==> src/rtl/mole_round_timer.sv <==
// mole_round_timer
// Round sequencer for the whac-a-mole scoring path. Each round shows a mole
// for a programmable hit window, holds timeUp for a few cycles, then pauses
// for a short gap. The mole position comes from a 5-bit LFSR that advances
// once per round, on the edge where timeUp falls. The first synchronized key
// press inside the hit window is captured for the score FSM.
//
// Build option:
//   WINDOW_SHRINK_EN - when defined, a shrink request seen during HOLD narrows
//                      the hit window by SHRINK_STEP ticks (floored at
//                      MIN_WINDOW). When undefined, shrink is ignored and the
//                      window stays at INIT_WINDOW.

module mole_round_timer #(
    parameter int         TICK_DIV    = 1000,
    parameter logic [7:0] INIT_WINDOW = 8'd40,
    parameter logic [7:0] MIN_WINDOW  = 8'd8,
    parameter logic [7:0] SHRINK_STEP = 8'd4,
    parameter int         HOLD_CYCLES = 4,
    parameter int         GAP_CYCLES  = 16
) (
    input  logic       systemClock,
    input  logic       reset,
    input  logic       enable,
    input  logic [3:0] keys,
    input  logic       shrink,
    output logic       timeUp,
    output logic [1:0] mole,
    output logic [1:0] keyPressed,
    output logic       pressedInTime,
    output logic [7:0] window
);

    // Counter widths; a width of at least one bit keeps degenerate
    // parameter choices (TICK_DIV = 1) legal.
    localparam int PW   = (TICK_DIV > 1) ? $clog2(TICK_DIV) : 1;
    localparam int CMAX = (HOLD_CYCLES > GAP_CYCLES) ? HOLD_CYCLES : GAP_CYCLES;
    localparam int CW   = (CMAX > 1) ? $clog2(CMAX) : 1;

    localparam logic [PW-1:0] PRESC_LAST = PW'(TICK_DIV - 32'sd1);
    localparam logic [PW-1:0] PRESC_ONE  = PW'(32'sd1);
    localparam logic [PW-1:0] PRESC_ZERO = PW'(32'sd0);
    localparam logic [CW-1:0] HOLD_LAST  = CW'(HOLD_CYCLES - 32'sd1);
    localparam logic [CW-1:0] GAP_LAST   = CW'(GAP_CYCLES - 32'sd1);
    localparam logic [CW-1:0] PHASE_ONE  = CW'(32'sd1);
    localparam logic [CW-1:0] PHASE_ZERO = CW'(32'sd0);
    localparam logic [4:0]    LFSR_SEED  = 5'b10001;

    typedef enum logic [1:0] {
        IDLE = 2'b00,
        SHOW = 2'b01,
        HOLD = 2'b10,
        GAP  = 2'b11
    } state_t;

    // Lowest set bit wins when several keys rise in the same cycle.
    function automatic logic [1:0] lowest_index(input logic [3:0] vec);
        logic [1:0] idx;
        if (vec[0]) begin
            idx = 2'd0;
        end else if (vec[1]) begin
            idx = 2'd1;
        end else if (vec[2]) begin
            idx = 2'd2;
        end else begin
            idx = 2'd3;
        end
        return idx;
    endfunction

    // One Fibonacci step of the mole LFSR.
    function automatic logic [4:0] lfsr_step(input logic [4:0] cur);
        return {cur[3:0], cur[4] ^ cur[3]};
    endfunction

    state_t        state_r;
    state_t        state_nx_s;
    logic [PW-1:0] presc_r;
    logic [PW-1:0] presc_nx_s;
    logic [7:0]    tick_r;
    logic [7:0]    tick_nx_s;
    logic [CW-1:0] phase_r;
    logic [CW-1:0] phase_nx_s;

    logic [3:0]    sync1_r;
    logic [3:0]    sync2_r;
    logic [3:0]    key_prev_r;
    logic [3:0]    key_edge_s;

    logic [4:0]    lfsr_r;
    logic [4:0]    lfsr_nx_s;
    logic          time_up_r;
    logic          time_up_nx_s;
    logic          pressed_r;
    logic          pressed_nx_s;
    logic [1:0]    key_idx_r;
    logic [1:0]    key_idx_nx_s;

    logic [7:0]    window_s;
    logic          show_done_s;
    logic          round_end_s;

    assign key_edge_s  = sync2_r & ~key_prev_r;
    assign show_done_s = (presc_r == PRESC_LAST) &&
                         (({1'b0, tick_r} + 9'd1) == {1'b0, window_s});
    assign round_end_s = (state_r == HOLD) && (state_nx_s == GAP);

`ifdef WINDOW_SHRINK_EN
    logic       shrink_flag_r;
    logic       shrink_flag_nx_s;
    logic       shrink_seen_s;
    logic [8:0] window_diff_s;
    logic [7:0] window_shrunk_s;
    logic [7:0] window_r;
    logic [7:0] window_nx_s;

    // A request on the final HOLD cycle still counts, so the flag is
    // combined with the live input before the round-end update.
    assign shrink_seen_s = shrink_flag_r | ((state_r == HOLD) & shrink);
    assign window_s      = window_r;

    // Shrink flag and narrowed window, computed in 9 bits so a step larger
    // than the current window cannot wrap.
    always_comb begin
        window_diff_s    = {1'b0, window_r} - {1'b0, SHRINK_STEP};
        window_shrunk_s  = window_r;
        shrink_flag_nx_s = 1'b0;
        window_nx_s      = window_r;
        if (window_diff_s[8] || (window_diff_s[7:0] < MIN_WINDOW)) begin
            window_shrunk_s = MIN_WINDOW;
        end else begin
            window_shrunk_s = window_diff_s[7:0];
        end
        if ((state_r == HOLD) && (state_nx_s == HOLD)) begin
            shrink_flag_nx_s = shrink_seen_s;
        end else begin
            shrink_flag_nx_s = 1'b0;
        end
        if (state_nx_s == IDLE) begin
            window_nx_s = INIT_WINDOW;
        end else if (round_end_s && shrink_seen_s) begin
            window_nx_s = window_shrunk_s;
        end else begin
            window_nx_s = window_r;
        end
    end

    // Window and shrink flag registers.
    always_ff @(posedge systemClock or posedge reset) begin
        if (reset) begin
            shrink_flag_r <= 1'b0;
            window_r      <= INIT_WINDOW;
        end else begin
            shrink_flag_r <= shrink_flag_nx_s;
            window_r      <= window_nx_s;
        end
    end
`else
    logic unused_shrink_s;

    assign unused_shrink_s = shrink;
    assign window_s        = INIT_WINDOW;
`endif

    // Next state and round counters; enable low abandons the round at once.
    always_comb begin
        state_nx_s = state_r;
        presc_nx_s = presc_r;
        tick_nx_s  = tick_r;
        phase_nx_s = phase_r;
        if (!enable) begin
            state_nx_s = IDLE;
            presc_nx_s = PRESC_ZERO;
            tick_nx_s  = 8'd0;
            phase_nx_s = PHASE_ZERO;
        end else begin
            case (state_r)
                IDLE: begin
                    state_nx_s = SHOW;
                    presc_nx_s = PRESC_ZERO;
                    tick_nx_s  = 8'd0;
                    phase_nx_s = PHASE_ZERO;
                end
                SHOW: begin
                    if (show_done_s) begin
                        state_nx_s = HOLD;
                        presc_nx_s = PRESC_ZERO;
                        tick_nx_s  = 8'd0;
                        phase_nx_s = PHASE_ZERO;
                    end else if (presc_r == PRESC_LAST) begin
                        presc_nx_s = PRESC_ZERO;
                        tick_nx_s  = tick_r + 8'd1;
                    end else begin
                        presc_nx_s = presc_r + PRESC_ONE;
                    end
                end
                HOLD: begin
                    if (phase_r == HOLD_LAST) begin
                        state_nx_s = GAP;
                        phase_nx_s = PHASE_ZERO;
                    end else begin
                        phase_nx_s = phase_r + PHASE_ONE;
                    end
                end
                GAP: begin
                    if (phase_r == GAP_LAST) begin
                        state_nx_s = SHOW;
                        presc_nx_s = PRESC_ZERO;
                        tick_nx_s  = 8'd0;
                        phase_nx_s = PHASE_ZERO;
                    end else begin
                        phase_nx_s = phase_r + PHASE_ONE;
                    end
                end
                default: begin
                    state_nx_s = IDLE;
                    presc_nx_s = PRESC_ZERO;
                    tick_nx_s  = 8'd0;
                    phase_nx_s = PHASE_ZERO;
                end
            endcase
        end
    end

    // Next values of the capture, LFSR and timeUp registers.
    always_comb begin
        pressed_nx_s = pressed_r;
        key_idx_nx_s = key_idx_r;
        lfsr_nx_s    = lfsr_r;
        time_up_nx_s = (state_nx_s == HOLD);
        if ((state_nx_s == IDLE) || round_end_s) begin
            pressed_nx_s = 1'b0;
            key_idx_nx_s = 2'd0;
        end else if ((state_r == SHOW) && !pressed_r && (key_edge_s != 4'b0000)) begin
            pressed_nx_s = 1'b1;
            key_idx_nx_s = lowest_index(key_edge_s);
        end else begin
            pressed_nx_s = pressed_r;
            key_idx_nx_s = key_idx_r;
        end
        if (round_end_s) begin
            lfsr_nx_s = lfsr_step(lfsr_r);
        end else begin
            lfsr_nx_s = lfsr_r;
        end
    end

    // State, counters, key synchronizer and output registers.
    always_ff @(posedge systemClock or posedge reset) begin
        if (reset) begin
            state_r    <= IDLE;
            presc_r    <= PRESC_ZERO;
            tick_r     <= 8'd0;
            phase_r    <= PHASE_ZERO;
            sync1_r    <= 4'b0000;
            sync2_r    <= 4'b0000;
            key_prev_r <= 4'b0000;
            lfsr_r     <= LFSR_SEED;
            time_up_r  <= 1'b0;
            pressed_r  <= 1'b0;
            key_idx_r  <= 2'd0;
        end else begin
            state_r    <= state_nx_s;
            presc_r    <= presc_nx_s;
            tick_r     <= tick_nx_s;
            phase_r    <= phase_nx_s;
            sync1_r    <= keys;
            sync2_r    <= sync1_r;
            key_prev_r <= sync2_r;
            lfsr_r     <= lfsr_nx_s;
            time_up_r  <= time_up_nx_s;
            pressed_r  <= pressed_nx_s;
            key_idx_r  <= key_idx_nx_s;
        end
    end

    assign timeUp        = time_up_r;
    assign mole          = lfsr_r[1:0];
    assign keyPressed    = key_idx_r;
    assign pressedInTime = pressed_r;
    assign window        = window_s;

endmodule

==> config.mk <==
export PLATFORM = sky130hd
export DESIGN_NAME = mole_round_timer
export DESIGN_NICKNAME = d
export VERILOG_FILES = /design/src/rtl/mole_round_timer.sv
export SDC_FILE = /design/constraint.sdc
export NUM_CORES = 1
export LEC_CHECK = 0
export CORE_ASPECT_RATIO = 1.1
export CORE_MARGIN = 3
export CORE_UTILIZATION = 40
export CTS_BUF_LIST = sky130_fd_sc_hd__clkbuf_16
export DETAILED_ROUTE_END_ITERATION = 7
export SLEW_MARGIN = 20
export SYNTH_ARGS = -nofsm -noshare
export SYNTH_HDL_FRONTEND = slang
export SYNTH_SLANG_ARGS = --single-unit
==> constraint.sdc <==
create_clock -name systemClock -period 2.2 [get_ports systemClock]
set_input_delay 0.55 -clock systemClock [delete_from_list [all_inputs] [get_ports systemClock]]
set_output_delay 0.55 -clock systemClock [all_outputs]
set_load 0.02 [all_outputs]
# ---- Word-level counts from Yosys, hierarchy flattened
# Cells that the tools add are included.
dict set report totals {
  out_inout_bits 14
  ff_bits 45
  in_bits 8
  word_cells 70
}
dict set report classes {
  bitwise_logic 3
  reduce_logical 12
  mux 27
  n_addsub 4
  eq_ne 13
}
# cell n
set ops {}
lappend ops {{10-bit two-way mux} 4}
lappend ops {{8-bit two-way mux} 4}
lappend ops {{10-bit one-hot mux with 3 select lines} 1}
lappend ops {{8-bit one-hot mux with 3 select lines} 1}
lappend ops {{2-bit two-way mux} 8}
lappend ops {{4-bit two-way mux} 4}
lappend ops {{4-bit one-hot mux with 4 select lines} 1}
lappend ops {{10-bit by 1-bit adder with 10-bit output (second input constant)} 1}
lappend ops {{10-bit equality test (second input constant)} 1}
lappend ops {{8-bit by 1-bit adder with 9-bit output (second input constant)} 1}
lappend ops {{9-bit by 6-bit equality test with 1-bit output (second input constant)} 1}
lappend ops {{8-bit by 1-bit adder with 8-bit output (second input constant)} 1}
lappend ops {{2-bit equality test (second input constant)} 4}
lappend ops {{2-bit one-hot mux with 4 select lines} 1}
lappend ops {{3-bit != test (second input constant)} 2}
lappend ops {{4-bit by 1-bit adder with 4-bit output (second input constant)} 1}
lappend ops {{4-bit bitwise AND} 1}
lappend ops {{4-bit by 2-bit equality test with 1-bit output (second input constant)} 1}
lappend ops {{4-bit equality test (second input constant)} 1}
lappend ops {{1-bit logical AND} 4}
lappend ops {{2-bit zero test} 2}
lappend ops {{4-bit by 1-bit != test with 1-bit output (second input constant)} 1}
lappend ops {{4-bit != test (second input constant)} 1}
lappend ops {{4-bit NOT} 1}
lappend ops {{9 further kinds} 11}

# ---- Depth between registers and ports, before layout
dict set report logic_depth {
  word_depth 10
  ltp_mapped 9
  mapped_depth_nobuf 8
}

# ---- Worst setup path after synthesis
# No wires, ideal clock.
dict set report synth_timing {
  kind {register to register}
  startpoint {register tick_r[0]}
  endpoint {register phase_r[2]}
  n_path_buf 0
  period_less_slack_ps 2171
  t_required_ps 2075
  t_arrival_ps 2046
  path_stages_with_launch 8
  setup_ps 125
  slack_ps 29
  path_cell_list {dfrtp_1 -> ha_1 -> and3_1 -> nand3_1 -> o2111ai_1 -> a2111o_1 -> nand2_1 -> mux2_2}
}
dict set report synth_via {
  elab_chain_cells 4
}
# element line_no
set synth_rtl {}
lappend synth_rtl {{start, declared} 80} ;# logic [7:0] tick_r;
lappend synth_rtl {{start signal, assigned} 265} ;# tick_r <= tick_nx_s;
lappend synth_rtl {{8-bit by 1-bit adder with 9-bit output} 105} ;# (({1'b0, tick_r} + 9'd1) == {1'b0, window_s});
lappend synth_rtl {{9-bit by 6-bit equality test with 1-bit output} 105}
lappend synth_rtl {{1-bit logical AND} 104} ;# assign show_done_s = (presc_r == PRESC_LAST) &&
lappend synth_rtl {{3-bit != test (no line)} -}
lappend synth_rtl {{end signal, assigned} 266} ;# phase_r <= phase_nx_s;
lappend synth_rtl {{end, declared} 82} ;# logic [CW-1:0] phase_r;
# No other way between the ends.
# A chain may end at the register's enable or synchronous reset.

# ---- Final worst setup path
dict set report layout_timing {
  startpoint {register tick_r[1]}
  endpoint {register phase_r[2]}
}
# Same word-level chain as after synthesis.

==> summary.md <==
| Metric | Value |
|---|---|
| Hold Vio Cnt, Final | `0` |
| Core area | `5500 um^2` |
| Crit path required time | `2.38 ns` |
| Post-synthesis xor/xnor area fraction | `2.64%` |
| Root Buffer | `clkbuf_16` |
| CTS H-Tree Depth | `2` |
| NumNets Final | `294` |
| Area added between synthesis and finish | `28.7%` |
| Max-slew violations | `0` |
| Worst Reg-to-Reg Cells | `7` |
| Post-DP Area | `2720 um^2` |
| Hold Crit Endpoint | `sync2_r[2]` |
| Detailed Route WL | `4.56 mm` |
| Grt met1 use | `19.3%` |
| Final Util | `54.4%` |
| Synth Area in Compound Gates | `16.5%` |
| Leak | `0.00126 uW` |
| Most frequent cells in the layout | `41 x dfrtp_1, 32 x buf_4, 23 x nand2_1, 14 x inv_1, 13 x o21ai_0` |
| Main combinational cell family by area after synthesis | `simple AND/OR/NAND/NOR gates` |
| Deepest clock path buffer count | `2` |
| Final Cycle Share | `99.3%` |
| Mean area per synthesized cell | `10.0 um^2` |
| Rows | `28` |
| DP Cell Count | `344` |
| MaxCap Viol Count | `0` |
| Peak Freq | `458 MHz` |
| X dimension of the die | `78.7 um` |
| Setup repair after global routing missed its margin | `yes` |
| R2R Path End | `phase_r[2]` |
| CP Launch Type | `flip-flop` |
| Register area | `1130 um^2` |
| Ant diodes | `0` |
| Met2 usage | `24.0%` |
| Via count | `1782` |
| Crit path max fanout | `8` |
| Die height | `86.0 um` |
| EDFF count, synth | `0` |
| DRT antenna net count | `0` |
| I/O pins | `22` |
| Overflow after GRT | `0` |
| Later-pin clock latency in the skew report | `0.29 ns` |
| Adder-cell share of the synthesized area | `4.31%` |
| TritonCTS clock tree | `built` |
| Hold Crit Class | `flip-flop to flip-flop` |
| Worst r2r src | `tick_r[1]` |
| NetSw | `476 uW` |
| Internal | `1390 uW` |
| Commonest non-fill, non-tap cell in the layout | `dfrtp_1` |
| WS Path Type | `flip-flop to flip-flop` |
| Die Footprint | `6760 um^2` |
| Total power | `1860 uW` |
| Setup violations, final | `0` |
| Mapped Cells | `232` |
| DR WL/cell | `12.9 um` |
| TritonRoute pass-1 iters | `4` |
| IO buf count | `12` |
| Seq cells post-synth | `45` |
| Placer Congestion | `0.902` |
| Share of cells above drive strength 1 | `26.9%` |
| Post-synthesis sequential area ratio | `48.5%` |
| Post-CTS Hold Buffers | `0` |
| Crit end category | `flip-flop` |
| Worst VDD drop | `0.528 mV` |
| Combinational share of power | `13.5%` |
| Pin count of the biggest net entering global routing | `32` |
| Global-route wire length before repair | `7.99 mm` |
| Post-Synthesis Cell Area | `2320 um^2` |
| Initial Util | `42.3%` |
| Tot GR Track Use | `14.8%` |
| Met3 GRT Util | `3.15%` |
| Simple-gate portion of the synthesized area | `16.7%` |
| Busiest grt layer | `met2` |
| Hold Crit Start | `sync1_r[2]` |
| Sequential group share of total power | `46.6%` |
| Clock skew | `0.00751 ns` |
| Synthesis Warnings | `0` |
| Status | `finished, final reports clean` |
| Portion of netlist area occupied by mux cells | `4.20%` |
| Clock power frac | `39.9%` |
| DP HPWL | `3.36 mm` |
| Sw Share | `25.5%` |
| Multi-input gate area | `1160 um^2` |
| Finished Layout Cells | `354` |
| PD cells | `623 nW/um^2` |
| Filler cells | `493` |
| Crit path time final | `2.18 ns` |
| Hold path cells | `0` |
| Distinct cells, synth | `51` |
| Vias in the first global route | `1746` |
| Top_reg_cell synth | `dfrtp_1` |
| Antenna violations before repair | `0` |
| Starting DRT DRC Count | `63` |
| Hold slack | `0.347 ns` |
| CTS sink cnt | `45` |
| Design area | `2990 um^2` |
| Total CTS buffers | `5` |
| # DRC | `0` |
| Worst-path clk slew | `0.07 ns` |
| Avg Vias per Cell | `5.03` |
| Critical path origin | `tick_r[1]` |
| Arr. time, crit path | `2.36 ns` |
| Ys async rst share | `100%` |
| Flop2flop setup slack | `0.02 ns` |
## state kept, by name, summed over array words and instances (netlist names), 2 cells and up
signal and cells:
state_r 2, phase_r 4, keyPressed 2, key_prev_r 4, lfsr_r 5, sync1_r 4, sync2_r 4, presc_r 10
tick_r 8
## layout make-up
class                      count  area share (%)
multi-input combinational    164            38.8
sequential                    45            37.8
timing repair buffer          47            13.5
clock buffer                   5            4.18
tap                           75            3.14
inverter                      15            1.88
clock inverter                 3           0.711
## cell usage after synthesis, drive strengths merged, types with 2 or more instances
cell	instances	area (um^2)
nor2	11	41.3
and3	3	23.8
conb	2	7.51
a31oi	4	25.0
nand4	2	12.5
nor2b	4	25.0
o21ai	14	73.8
xnor2	6	52.6
nor4	2	12.5
a21oi	12	60.1
dfstp	2	52.6
dfrtp	43	1080
or2	2	12.5
ha	8	100
a22oi	3	22.5
nor3	5	25.0
o22ai	4	25.0
nand2b	3	18.8
a211oi	2	15.0
o31ai	3	22.5
nand2	24	90.1
nor3b	2	15.0
buf	14	101
and2	2	12.5
nand3	11	55.1
a311oi	2	17.5
inv	15	56.3
mux2	6	67.6
mux2i	3	30.0
## cell families after synthesis
kind of cell | count (synthesis)
flip-flops | 45
multiplexers | 9
AO/OA/AOI/OAI | 56
AND/OR/NAND/NOR | 76
XOR/XNOR | 7
buffers and inverters | 29
other | 2
adder cells (fa/ha/maj) | 8
## metal layers
layer  vias up  share of wire [%]
li1        898                  -
met2        22                 49
met3         6                3.1
met1       856                 46
met5         -                  0
met4         0                1.3
## timing repair
action                                  4_1_cts  5_1_grt
endpoints found under the setup margin       11       17
buffers inserted                              0        2
pin swaps                                     2        8
resized for setup                             2       22
## power groups by stage
stage | Clock [uW] | Combinational (uW) | Sequential (uW)
final | 744 | 252 | 868
after global routing | 792 | 278 | 871
after CTS | 769 | 240 | 866
after detailed placement | 0 | 238 | 882
after global placement | 0 | 235 | 881
after floorplan | 0 | 138 | 890
## worst max-delay path by stage
stage	endpoint	slack, ns	depth (start not counted)
6_report	phase_r[2]	0.02	7
3_3_place_gp	tick_r[0]	-0.06	8
3_5_place_dp	tick_r[0]	-0.07	8
4_1_cts	phase_r[2]	0.03	7
2_1_floorplan	phase_r[2]	0.03	7
5_1_grt	phase_r[2]	-0.04	7
## stage by stage
| step | TNS (ns) | setup slack, ns |
|---|---|---|
| 2_1_floorplan | 0 | 0.0290 |
| 3_3_place_gp | -0.272 | -0.0611 |
| 3_5_place_dp | -0.446 | -0.0664 |
| 4_1_cts | 0 | 0.0277 |
| 5_1_grt | -0.200 | -0.0378 |
| 6_report | 0 | 0.0154 |
## critical path, stage by stage, from the launching register on
cell and delay [ns]:
dfrtp_1 0.40, ha_4 0.18, nand3_4 0.09, nor4_4 0.24, a22oi_1 0.13, a2111o_2 0.57
nand2_2 0.13, mux2_2 0.33
Note: power is estimated with default switching activity, not from simulation.
